$ cat src/rtl/ifu_pkg.sv
// Shared types and constants for the instruction fetch unit.
// Optional misaligned-target check is enabled with IFU_MISALIGN_CHK_EN.
package ifu_pkg;

   typedef enum logic [1:0] {
      IDLE = 2'd0,
      REQ  = 2'd1,
      WAIT = 2'd2,
      OUT  = 2'd3
   } fetch_state_t;

   typedef struct packed {
      logic        valid;
      logic [63:0] addr;
   } ibus_req_t;

   typedef struct packed {
      logic        addr_ok;
      logic        data_ok;
      logic [31:0] data;
   } ibus_resp_t;

   localparam logic [63:0] RESET_PC_DEFAULT = 64'h0000_0000_8000_0000;
   localparam logic [31:0] NOP_INSTR        = 32'h0000_0013;

   function automatic logic is_misaligned(input logic [63:0] addr);
      return (addr[1:0] != 2'b00);
   endfunction

endpackage

$ cat src/rtl/ifu_fetch_pc_reg.sv
// Architectural PC register: reset / redirect / sequential step / hold,
// plus the condition that makes an in-flight response stale.
module ifu_pc_reg
   import ifu_pkg::*;
#(
   parameter logic [63:0] RESET_PC = RESET_PC_DEFAULT,
   parameter int unsigned PC_STEP  = 32'd4
) (
   input  logic        clk,
   input  logic        rst_n,
   input  logic        redirect_valid,
   input  logic [63:0] redirect_pc,
   input  logic        advance,
   input  logic        in_flight,
   output logic [63:0] pc_q,
   output logic [63:0] pc_next,
   output logic        drop_set
);

   logic [63:0] pc_r;
   logic [63:0] pc_nx_s;

   // next-PC select; redirect outranks a same-cycle accept
   always_comb begin
      pc_nx_s = pc_r;
      if (redirect_valid) begin
         pc_nx_s = redirect_pc;
      end else if (advance) begin
         pc_nx_s = pc_r + 64'(PC_STEP);
      end else begin
         pc_nx_s = pc_r;
      end
   end

   // PC register
   always_ff @(posedge clk or negedge rst_n) begin
      if (!rst_n) begin
         pc_r <= RESET_PC;
      end else begin
         pc_r <= pc_nx_s;
      end
   end

   assign pc_q     = pc_r;
   assign pc_next  = pc_nx_s;
   assign drop_set = redirect_valid & in_flight;

endmodule

$ cat src/rtl/ifu_fetch.sv
// Instruction fetch unit: one outstanding bus request, valid/ready to decode.
// Define IFU_MISALIGN_CHK_EN to turn misaligned targets into a flagged NOP.
module ifu_fetch
   import ifu_pkg::*;
#(
   parameter logic [63:0] RESET_PC = RESET_PC_DEFAULT,
   parameter int unsigned PC_STEP  = 32'd4
) (
   input  logic        clk,
   input  logic        rst_n,
   output logic        ireq_valid,
   output logic [63:0] ireq_addr,
   input  logic        iresp_addr_ok,
   input  logic        iresp_data_ok,
   input  logic [31:0] iresp_data,
   input  logic        redirect_valid,
   input  logic [63:0] redirect_pc,
   output logic        ifu_valid,
   input  logic        ifu_ready,
   output logic [31:0] instr,
   output logic [63:0] pc,
   output logic        fetch_misalign
);

   fetch_state_t state_r, state_nx_s;
   ibus_req_t    req_r, req_nx_s;
   ibus_resp_t   resp_s;
   logic         ifu_valid_r, ifu_valid_nx_s;
   logic [31:0]  instr_r, instr_nx_s;
   logic [63:0]  pc_out_r, pc_out_nx_s;
   logic         drop_r, drop_nx_s;
   logic         misalign_r, misalign_nx_s;
   logic [63:0]  pc_q_s, pc_next_s;
   logic         drop_set_s, advance_s, in_flight_s, issue_s, misalign_hit_s;

   assign resp_s      = '{addr_ok: iresp_addr_ok, data_ok: iresp_data_ok, data: iresp_data};
   assign advance_s   = (state_r == OUT) & ifu_ready;
   assign in_flight_s = ((state_r == REQ) & req_r.valid) | (state_r == WAIT);

`ifdef IFU_MISALIGN_CHK_EN
   assign misalign_hit_s = (state_r == REQ) & is_misaligned(req_r.addr);
`else
   assign misalign_hit_s = 1'b0;
`endif

   ifu_pc_reg #(
      .RESET_PC (RESET_PC),
      .PC_STEP  (PC_STEP)
   ) u_pc_reg (
      .clk            (clk),
      .rst_n          (rst_n),
      .redirect_valid (redirect_valid),
      .redirect_pc    (redirect_pc),
      .advance        (advance_s),
      .in_flight      (in_flight_s),
      .pc_q           (pc_q_s),
      .pc_next        (pc_next_s),
      .drop_set       (drop_set_s)
   );

   // next state and next values of every registered output
   always_comb begin
      state_nx_s     = state_r;
      req_nx_s       = req_r;
      ifu_valid_nx_s = ifu_valid_r;
      instr_nx_s     = instr_r;
      pc_out_nx_s    = pc_out_r;
      drop_nx_s      = drop_r;
      misalign_nx_s  = misalign_r;
      issue_s        = 1'b0;
      case (state_r)
         IDLE: begin
            state_nx_s = REQ;
            issue_s    = 1'b1;
         end
         REQ: begin
            if (misalign_hit_s) begin
               if (redirect_valid) begin
                  issue_s = 1'b1;
               end else begin
                  state_nx_s     = OUT;
                  ifu_valid_nx_s = 1'b1;
                  instr_nx_s     = NOP_INSTR;
                  pc_out_nx_s    = pc_q_s;
                  misalign_nx_s  = 1'b1;
               end
            end else if (resp_s.addr_ok) begin
               if (resp_s.data_ok && (drop_r || drop_set_s)) begin
                  drop_nx_s = 1'b0;
                  issue_s   = 1'b1;
               end else if (resp_s.data_ok) begin
                  state_nx_s     = OUT;
                  ifu_valid_nx_s = 1'b1;
                  instr_nx_s     = resp_s.data;
                  pc_out_nx_s    = pc_q_s;
                  misalign_nx_s  = 1'b0;
               end else begin
                  state_nx_s = WAIT;
                  drop_nx_s  = drop_r | drop_set_s;
               end
            end else begin
               // address must stay put until accepted, so a redirect only marks the reply stale
               drop_nx_s = drop_r | drop_set_s;
            end
         end
         WAIT: begin
            if (resp_s.data_ok && (drop_r || drop_set_s)) begin
               state_nx_s = REQ;
               drop_nx_s  = 1'b0;
               issue_s    = 1'b1;
            end else if (resp_s.data_ok) begin
               state_nx_s     = OUT;
               ifu_valid_nx_s = 1'b1;
               instr_nx_s     = resp_s.data;
               pc_out_nx_s    = pc_q_s;
               misalign_nx_s  = 1'b0;
            end else begin
               drop_nx_s = drop_r | drop_set_s;
            end
         end
         OUT: begin
            if (redirect_valid || ifu_ready) begin
               state_nx_s     = REQ;
               ifu_valid_nx_s = 1'b0;
               misalign_nx_s  = 1'b0;
               issue_s        = 1'b1;
            end else begin
               state_nx_s = OUT;
            end
         end
         default: begin
            state_nx_s = IDLE;
         end
      endcase

      if (issue_s) begin
         req_nx_s.addr = pc_next_s;
`ifdef IFU_MISALIGN_CHK_EN
         req_nx_s.valid = !is_misaligned(pc_next_s);
`else
         req_nx_s.valid = 1'b1;
`endif
      end else if (state_nx_s != REQ) begin
         req_nx_s.valid = 1'b0;
      end else begin
         req_nx_s.valid = req_r.valid;
      end
   end

   // state and output registers
   always_ff @(posedge clk or negedge rst_n) begin
      if (!rst_n) begin
         state_r     <= IDLE;
         req_r.valid <= 1'b0;
         req_r.addr  <= RESET_PC;
         ifu_valid_r <= 1'b0;
         instr_r     <= 32'h0000_0000;
         pc_out_r    <= RESET_PC;
         drop_r      <= 1'b0;
         misalign_r  <= 1'b0;
      end else begin
         state_r     <= state_nx_s;
         req_r       <= req_nx_s;
         ifu_valid_r <= ifu_valid_nx_s;
         instr_r     <= instr_nx_s;
         pc_out_r    <= pc_out_nx_s;
         drop_r      <= drop_nx_s;
         misalign_r  <= misalign_nx_s;
      end
   end

   assign ireq_valid     = req_r.valid;
   assign ireq_addr      = req_r.addr;
   assign ifu_valid      = ifu_valid_r;
   assign instr          = instr_r;
   assign pc             = pc_out_r;
   assign fetch_misalign = misalign_r;

endmodule

$ cat config.mk
export PLATFORM = sky130hd
export DESIGN_NAME = ifu_fetch
export DESIGN_NICKNAME = d
export VERILOG_FILES = /design/src/rtl/ifu_pkg.sv /design/src/rtl/ifu_fetch_pc_reg.sv /design/src/rtl/ifu_fetch.sv
export SDC_FILE = /design/constraint.sdc
export NUM_CORES = 1
export LEC_CHECK = 0
export BUFFER_PORTS_ARGS = -buffer_cell sky130_fd_sc_hd__buf_4
export CAP_MARGIN = 10
export CORE_UTILIZATION = 25
export CTS_CLUSTER_SIZE = 25
export DETAILED_ROUTE_END_ITERATION = 8
export GPL_TIMING_DRIVEN = 0
export MAX_ROUTING_LAYER = met4
export SLEW_MARGIN = 10
export SYNTH_ARGS = -nofsm -noshare
export SYNTH_HDL_FRONTEND = slang
export SYNTH_SLANG_ARGS = --single-unit
$ cat constraint.sdc
create_clock -name clk -period 2.6 [get_ports clk]
set_input_delay 0.13 -clock clk [delete_from_list [all_inputs] [get_ports clk]]
set_output_delay 0.13 -clock clk [all_outputs]
set_load 0.1 [all_outputs]
== Word-level counts from Yosys, hierarchy flattened ==
Index checks and enable logic that the tools add are counted.
Operators by class
  add/subtract/negate cells: 1
  $mul: 0
  divide/modulo/power cells: 0
  magnitude comparators: 0
  eq/ne operators: 6
  shifts and indexed selects: 0
  mux-type cells: 36
  bitwise gates (word level): 5
  reduce and logical (&&, ||, !) cells: 9
Operators with widths (count)
  $mux W64: 5
  $pmux W64 S2: 1
  $mux W32: 3
  $add A64 B3 Y64 const B: 1
  $pmux W32 S2: 1
  $mux W1: 16
  $mux W2: 5
  $pmux W2 S4: 1
  $pmux W1 S3: 2
  $eq A2 B2 Y1 const B: 2
  $ne A2 B1 Y1 const B: 2
  $pmux W1 S4: 1
  $reduce_bool A2 Y1: 2
  $and A1 B1 Y1: 3
  $reduce_and A3 Y1: 1
  $reduce_bool A3 Y1: 1
  $eq A2 B1 Y1 const B: 1
  $logic_not A2 Y1: 1
  $logic_or A1 B1 Y1: 2
  $ne A2 B2 Y1 const B: 1
  $or A1 B1 Y1: 2
  $pmux W1 S2: 1
  $reduce_and A2 Y1: 1
  $logic_and A1 B1 Y1: 1
Storage, ports and cells
  bits in registers: 230
  latch bits: 0
  memory bits (writable): 0
  ROM bits: 0
  input port bits: 102
  output and inout bits: 163
  word-level logic and storage cells: 66
  memories kept: 0

== Depth between registers and ports, before layout ==
Gate-level depths: netlist (run 1).
  depth in word-level cells: 12
  depth in mapped cells: 10
  depth with buffers taken out: 8

== By module ==
A second synthesis (run 1) with hierarchy kept.
Second synthesis, totals
  cells, all modules: 811
  area, all modules: 10343.7 µm²
By module, submodules not included
  ifu_fetch: instances 1, cells an instance 382, area each 6510.0 µm², sequential area each 4131.5 µm²
  ifu_pc_reg: instances 1, cells an instance 429, area each 3833.7 µm², sequential area each 1602.8 µm²

== Least setup slack after synthesis (run 1) ==
No wires, ideal clock.
  path kind: register -> register
  from: register req_r, in the netlist ireq_valid
  to: register req_r, in the netlist ireq_addr[26]
  library setup time: 0.125 ns
  arrival: 2.319 ns
  required time: 2.475 ns
  slack: 0.156 ns
  stages on the path, launching flop included: 7
  buffers on the path: 2
  period minus slack after synthesis: 2.444 ns
  cells stage by stage: dfrtp_1 > a21o_1 > a21oi_2 > o21ai_0 > clkbuf_1 > buf_2 > mux2_2
On the way
  cells in the longest elaborated chain, start to end: 8
Ends and longest elaborated chain
  start, declared: RTL line ifu_fetch.sv:26  | ibus_req_t req_r, req_nx_s;
  start signal, assigned: RTL line ifu_fetch.sv:163  | req_r <= req_nx_s;
  $and A1 B1 Y1 *: RTL line ifu_fetch.sv:38  | assign in_flight_s = ((state_r == REQ) & req_r.valid) | (state_r == WAIT);
  $or A1 B1 Y1 *: RTL line ifu_fetch.sv:38
  $and A1 B1 Y1 *: RTL line ifu_fetch_pc_reg.sv:46  | assign drop_set = redirect_valid & in_flight;
  $logic_or A1 B1 Y1 *: RTL line ifu_fetch.sv:88, ifu_fetch.sv:107
  $logic_and A1 B1 Y1 *: RTL line ifu_fetch.sv:88, ifu_fetch.sv:107
  $mux W1 *: RTL line ifu_fetch.sv:88, ifu_fetch.sv:107
  $mux W1: RTL line ifu_fetch.sv:87  | end else if (resp_s.addr_ok) begin
  $pmux W1 S4 *: RTL line ifu_fetch.sv:71  | case (state_r)
Mark *: on every way between the ends. The rest lies on a longest branch, timed or not.
A chain may end at the register's enable or synchronous reset.

== Final worst setup path (run 1) ==
  from: register u_pc_reg.pc_r[19], in the netlist u_pc_reg.pc_q[19]
  to: register u_pc_reg.pc_r[57], in the netlist u_pc_reg.pc_q[57]
On the way
  cells in the longest elaborated chain, start to end: 3
Ends and longest elaborated chain
  start, declared: RTL line ifu_fetch_pc_reg.sv:20  | logic [63:0] pc_r;
  start signal, assigned: RTL line ifu_fetch_pc_reg.sv:40  | pc_r <= pc_nx_s;
  $add A64 B3 Y64: RTL line ifu_fetch_pc_reg.sv:29  | pc_nx_s = pc_r + 64'(PC_STEP);
  $mux W64: RTL line ifu_fetch_pc_reg.sv:28  | end else if (advance) begin
  $mux W64: RTL line ifu_fetch_pc_reg.sv:26  | if (redirect_valid) begin
  via pc_next_s[57]: RTL line ifu_fetch.sv:33  | logic [63:0] pc_q_s, pc_next_s;
The timed path passes the listed nets, and every way through them passes these cells.

==> results of run 1 <==
[logic make-up after synthesis]
kind of cell,count (synthesis)
adder cells (fa/ha/maj),5
flip-flops,229
AND/OR/NAND/NOR,260
XOR/XNOR,56
buffers and inverters,53
other,1
multiplexers,141
AO/OA/AOI/OAI,96
[synthesized netlist by cell type, types with 5 or more instances]
cell,count
buf_2,7
mux2_2,135
xnor2_1,33
ha_1,5
a221o_1,19
o31ai_1,10
inv_1,11
mux2_1,5
dfrtp_1,226
nor2_1,58
o21ai_1,11
nand2_1,81
nor4_1,5
o21ai_0,29
nand4_1,24
a21oi_1,7
nand4_2,6
xor2_1,23
and3_1,31
clkbuf_1,30
nor3_1,12
nand3_1,18
[worst reg2reg max path: cells and delay by family (launching register included)]
family                    cells  cell delay (ns)
buffers and inverters         2             0.49
DFF                           1             0.51
xor gates and xnor gates      1             0.13
and+or+nand+nor               4             0.94
muxes                         1             0.32
[registers in the layout (all words and copies together) (netlist names)]
name           flops
ireq_addr         64
pc                64
u_pc_reg.pc_q     64
instr             32
state_r            2
drop_r             1
ifu_valid          1
ireq_valid         1
[stage by stage]
| step | setup WS [ns] | TNS, ns |
|---|---|---|
| 2_1_floorplan | 0.156 | 0 |
| 3_3_place_gp | -0.874 | -167.60 |
| 3_5_place_dp | -0.887 | -70.48 |
| 4_1_cts | 0.0134 | 0 |
| 5_1_grt | -0.00188 | -0.00324 |
| 6_report | 0.0993 | 0 |
[layout make-up]
cell class	count	area, um^2
inverter	11	41.3
antenna	2	5.00
buffer	41	199
clock buffer	39	823
tap	525	657
clock inverter	11	138
timing repair buffer	375	3130
multi-input combinational	559	4320
sequential	229	5730
fill	3909	24900
[repair_timing]
| action | in CTS | in global routing |
|---|---|---|
| endpoints found under the setup margin | 173 | 130 |
| pin swaps | 4 | 1 |
| endpoints found under the hold margin | 387 | 0 |
| hold buffers | 103 | 0 |
| setup buffers | 5 | 2 |
| resized for setup | 17 | 27 |
[how the worst max path moves through the flow]
| stage | from | end | slack [ns] | cells past startpoint |
|---|---|---|---|---|
| CTS | u_pc_reg.pc_q[5] | ireq_addr[61] | 0.01 | 6 |
| floorplan | ireq_valid | ireq_addr[26] | 0.16 | 6 |
| detailed placement | state_r[1] | ireq_addr[47] | -0.89 | 10 |
| finish | u_pc_reg.pc_q[19] | u_pc_reg.pc_q[57] | 0.1 | 8 |
| global placement | state_r[1] | ireq_addr[41] | -0.87 | 8 |
| global route | u_pc_reg.pc_q[32] | ireq_addr[63] | -0.002 | 6 |
[metal layers]
layer / track usage, % / up-vias / routed length, um
met5: - / - / 0
met3: 3.18 / 36 / 2180
li1: - / 3824 / -
met2: 28.2 / 264 / 16700
met1: 21.3 / 4085 / 14800
met4: 3.97 / 0 / 539
==> results.toml, run 1 <==
[sta]
finalCritPeriodShare_pct = 96.2
hold_viol = 0
setup_viol = 0
relSlewSlack_pct = 50.1
whs_ns = 0.0302
slew_violations = 0
tightest_slew_ns = 0.749
timing.final.crit_period_ns = 2.50
skew_ns = 0.0149
fmax_mhz = 400

[drt]
drc = 0
drt_wl_total_um = 34200
drt-wirelength-per-cell_um = 19.1
drt_iter0_markers = 330
ant_nets = 0
dr.pass1.iters = 4
viasPerCell = 4.58
num_vias = 8209

[yosys]
yosys_warnings = 0
synth_top_area_share_pct = 55.5
synth_top_flop_cell = "dfrtp_1"
synthArstFlopShare_pct = 100
synth_top_family_by_area = "multiplexers"
synth_xor_area_share_pct = 4.82
synth-compound-area-share_pct = 6.76
synth_seq_area_share_pct = 56.3
avgSynthCellArea_um2 = 12.1
syn-cell-area_mm2 = 0.0102
synth_seq_cells = 229
synth-simple-area-share_pct = 13.8
syn_inst = 841
synth_cell_type_count = 51
yosys.area.top_type = "dfrtp_1"
muxShareOfSynthArea_pct = 15.6
synth_fp_nets = 948
synth_edf_count = 0
synthAdderAreaFrac_pct = 0.614
synth.area.top_cells = "dfrtp_1, mux2_2, nand2_1"

[clock_network]
cts_tree = "done"
cts.sinks = 229
htreeDepth = 1
cts_root_buffer = "clkbuf_16"
cts_buffers = 28
clockBufferDepth = 3
cts.reportedPaths.clkPinSlew_ns = 0.06
clkLatencyLatePin_ns = 0.55

[cells_and_area]
fin_util_pct = 37.7
final_area_mm2 = 0.0151
area_delta_synth_final_pct = 47.9
layout_commonest_cell = "buf_4"
layout.nets = 1352
most-common-layout-cells = "buf_4, dfrtp_1, mux2_2"
final_cells = 1792
drive_gt1_share_pct = 40.6

[worst_setup_path]
cp_max_fo = 10
critPathKind = "flop to flop"
timing.rr.start = "u_pc_reg.pc_q[19]"
crit_path_cell_trace = "nand4_4 > nor4_4 > buf_4 > nand4_1 > buf_4 > nor3_1 > xor2_1 > mux2_1"
path_buf_inv = 2
critPathTopFamily = "simple AND/OR/NAND/NOR gates"
reg2reg_depth = 8
start_kind = "flop"
cpMostUsedCell = "buf_4"
reg2reg_slack_ns = 0.1
slowest_stage = "dfrtp_1"
slowest_delay_ns = 0.51
cp.arrival_ns = 2.93
cp.required_ns = 3.03
endpoint_kind = "flop"
r2r_end = "u_pc_reg.pc_q[57]"

[floorplan]
die_x_um = 204
boundaryPins = 265
initial_core_util_pct = 25.5
dieArea_mm2 = 0.0415
rows = 73
chipHeight_um = 204
core_mm2 = 0.0399

[global_routing]
grt_usage_pct = 17.0
grt_max_degree = 107
overflow = 0
grt_pass1_wl_um = 52100
grt_pass1_vias = 8594
antenna_found_initial = 1

[placement]
place.gp.congestion = 0.807
port_buffers = 263
placed_cell_area_mm2 = 0.0129
post-place-cells = 1631
dp_hpwl_um = 24600

[status]
status = "finished, final reports clean"

[job]
maxCapViolCount = 0

[hold_path]
hold_path.class = "primary input to async pin"
Power of run 1 is not shown: default switching activity piles up to over one toggle a cycle in this logic, so the estimate is an artifact.
==> run 2, diff against run 1 <==
--- a/config.mk
+++ b/config.mk
@@ -12,6 +12,8 @@
 export DETAILED_ROUTE_END_ITERATION = 8
 export GPL_TIMING_DRIVEN = 0
 export MAX_ROUTING_LAYER = met4
+export REMOVE_ABC_BUFFERS = 1
+export SETUP_SLACK_MARGIN = 0.4
 export SLEW_MARGIN = 10
 export SYNTH_ARGS = -nofsm -noshare
 export SYNTH_HDL_FRONTEND = slang
==> run 2 against run 1 <==
Net effect: cell count increased by 2.2%; final area is 6.6% higher; core utilization up 2.5 points; critical endpoint is now instr[7]; largest cell class unchanged; highest routed layer unchanged.
==> results.toml, run 2 (synthesis gave the netlist of run 1 again) <==
[status]
status = "finished, final reports clean"

[global_routing]
grt_usage_pct = 16.3
grt_pass1_wl_um = 50500
grt_max_degree = 100
overflow = 0
antenna_found_initial = 1
grt_pass1_vias = 8585

[clock_network]
cts.reportedPaths.clkPinSlew_ns = 0.06
cts.sinks = 229
cts_tree = "done"
clockBufferDepth = 3
cts_buffers = 27
clkLatencyLatePin_ns = 0.55
cts_root_buffer = "clkbuf_16"
htreeDepth = 1

[sta]
tightest_slew_ns = 1.14
finalCritPeriodShare_pct = 86.8
skew_ns = 0.0170
rsz0062_at_grt = "yes"
hold_viol = 0
relSlewSlack_pct = 24.1
slew_violations = 0
fmax_mhz = 443
setup_viol = 0
timing.final.crit_period_ns = 2.26

[cells_and_area]
fin_util_pct = 40.2
drive_gt1_share_pct = 47.9
final_area_mm2 = 0.0161
layout_commonest_cell = "buf_4"
area_delta_synth_final_pct = 57.7
final_cells = 1832
most-common-layout-cells = "buf_4, dfrtp_1, mux2_2"
layout.nets = 1394

[drt]
dr.pass1.iters = 5
num_vias = 8423
drt-wirelength-per-cell_um = 18.8
viasPerCell = 4.60
ant_nets = 0
drc = 0
drt_wl_total_um = 34500
drt_iter0_markers = 378

[placement]
placed_cell_area_mm2 = 0.0129
post-place-cells = 1601
place.gp.congestion = 0.762
dp_hpwl_um = 21600
port_buffers = 263

[worst_setup_path]
cp_max_fo = 8
cp.arrival_ns = 2.69
cp.required_ns = 3.04
endpoint_kind = "flop"
critPathKind = "flop to flop"
start_kind = "flop"

[hold_path]
hold_path.class = "primary input to async pin"

[floorplan]
dieArea_mm2 = 0.0415
core_mm2 = 0.0399
boundaryPins = 265
die_x_um = 204
rows = 73
initial_core_util_pct = 25.5
chipHeight_um = 204

[job]
maxCapViolCount = 0
## run 2: cell types whose count changed in the layout (fill, tap and decap cells not counted), moves of 11 or more
cell and delta:
clkbuf_1 -12, buf_4 +49, buf_12 +13, dfrtp_1 -11, buf_6 +13, dfrtp_2 +11
## run 2: worst max-delay path, stage by stage, from the launching register on
cell and delay [ns]:
dfrtp_2 0.41, inv_2 0.07, ha_4 0.16, a21o_1 0.20
a21oi_4 0.18, nand4_1 0.14, buf_6 0.17, buf_12 0.14
buf_12 0.13, buf_12 0.13, clkbuf_16 0.16, mux2_2 0.27
## run 2: path summary, 6_finish.rpt
path                         startpoint  cells past startpoint                end  slack, ns
hold / removal                    rst_n                      2  u_pc_reg.pc_q[52]       0.12
setup / recovery             state_r[1]                     11           instr[7]       0.34
setup reg to reg             state_r[1]                     11           instr[7]       0.34
max in group asynchronous         rst_n                      4  u_pc_reg.pc_q[14]       1.20
min in group clk              ifu_ready                      4         state_r[1]       0.17
hold reg to reg            ireq_addr[5]                      2       ireq_addr[5]       0.47
## run 2: routing by layer
| metal | track usage [%] | vias to the layer above | routed length, um |
|---|---|---|---|
| li1 | - | 3915 | - |
| met1 | 20.5 | 4220 | 15100 |
| met2 | 26.7 | 245 | 16600 |
| met3 | 3.42 | 43 | 2010 |
| met4 | 3.84 | 0 | 828 |
| met5 | - | - | 0 |
## run 2: through the flow
step	TNS (ns)	hold WS [ns]	setup WS, ns
final	0	0.118	0.344
after global routing	0	0.140	0.258
after CTS	0	0.0766	0.309
after detailed placement	-53.07	0.114	-0.667
after global placement	-997.86	0.350	-6.53
after floorplan	-389.60	-0.166	-2.69
## run 2: area by class of cell
| type | instances | area, um^2 |
|---|---|---|
| Fill cell | 3728 | 23900 |
| Sequential cell | 229 | 5750 |
| Multi-Input combinational cell | 560 | 4670 |
| Timing Repair Buffer | 458 | 4100 |
| Clock buffer | 40 | 764 |
| Tap cell | 525 | 657 |
| Clock inverter | 8 | 75.1 |
| Inverter | 11 | 41.3 |
| Antenna cell | 1 | 2.50 |
## run 2: what timing repair did
item	in CTS	in global routing
gates resized for setup	81	45
hold endpoints to repair	276	0
buffers inserted	48	26
pin swaps	37	31
cloned	2	6
hold buffers	100	0
setup endpoints to repair	206	145
Power of run 2 is left out for the same reason.
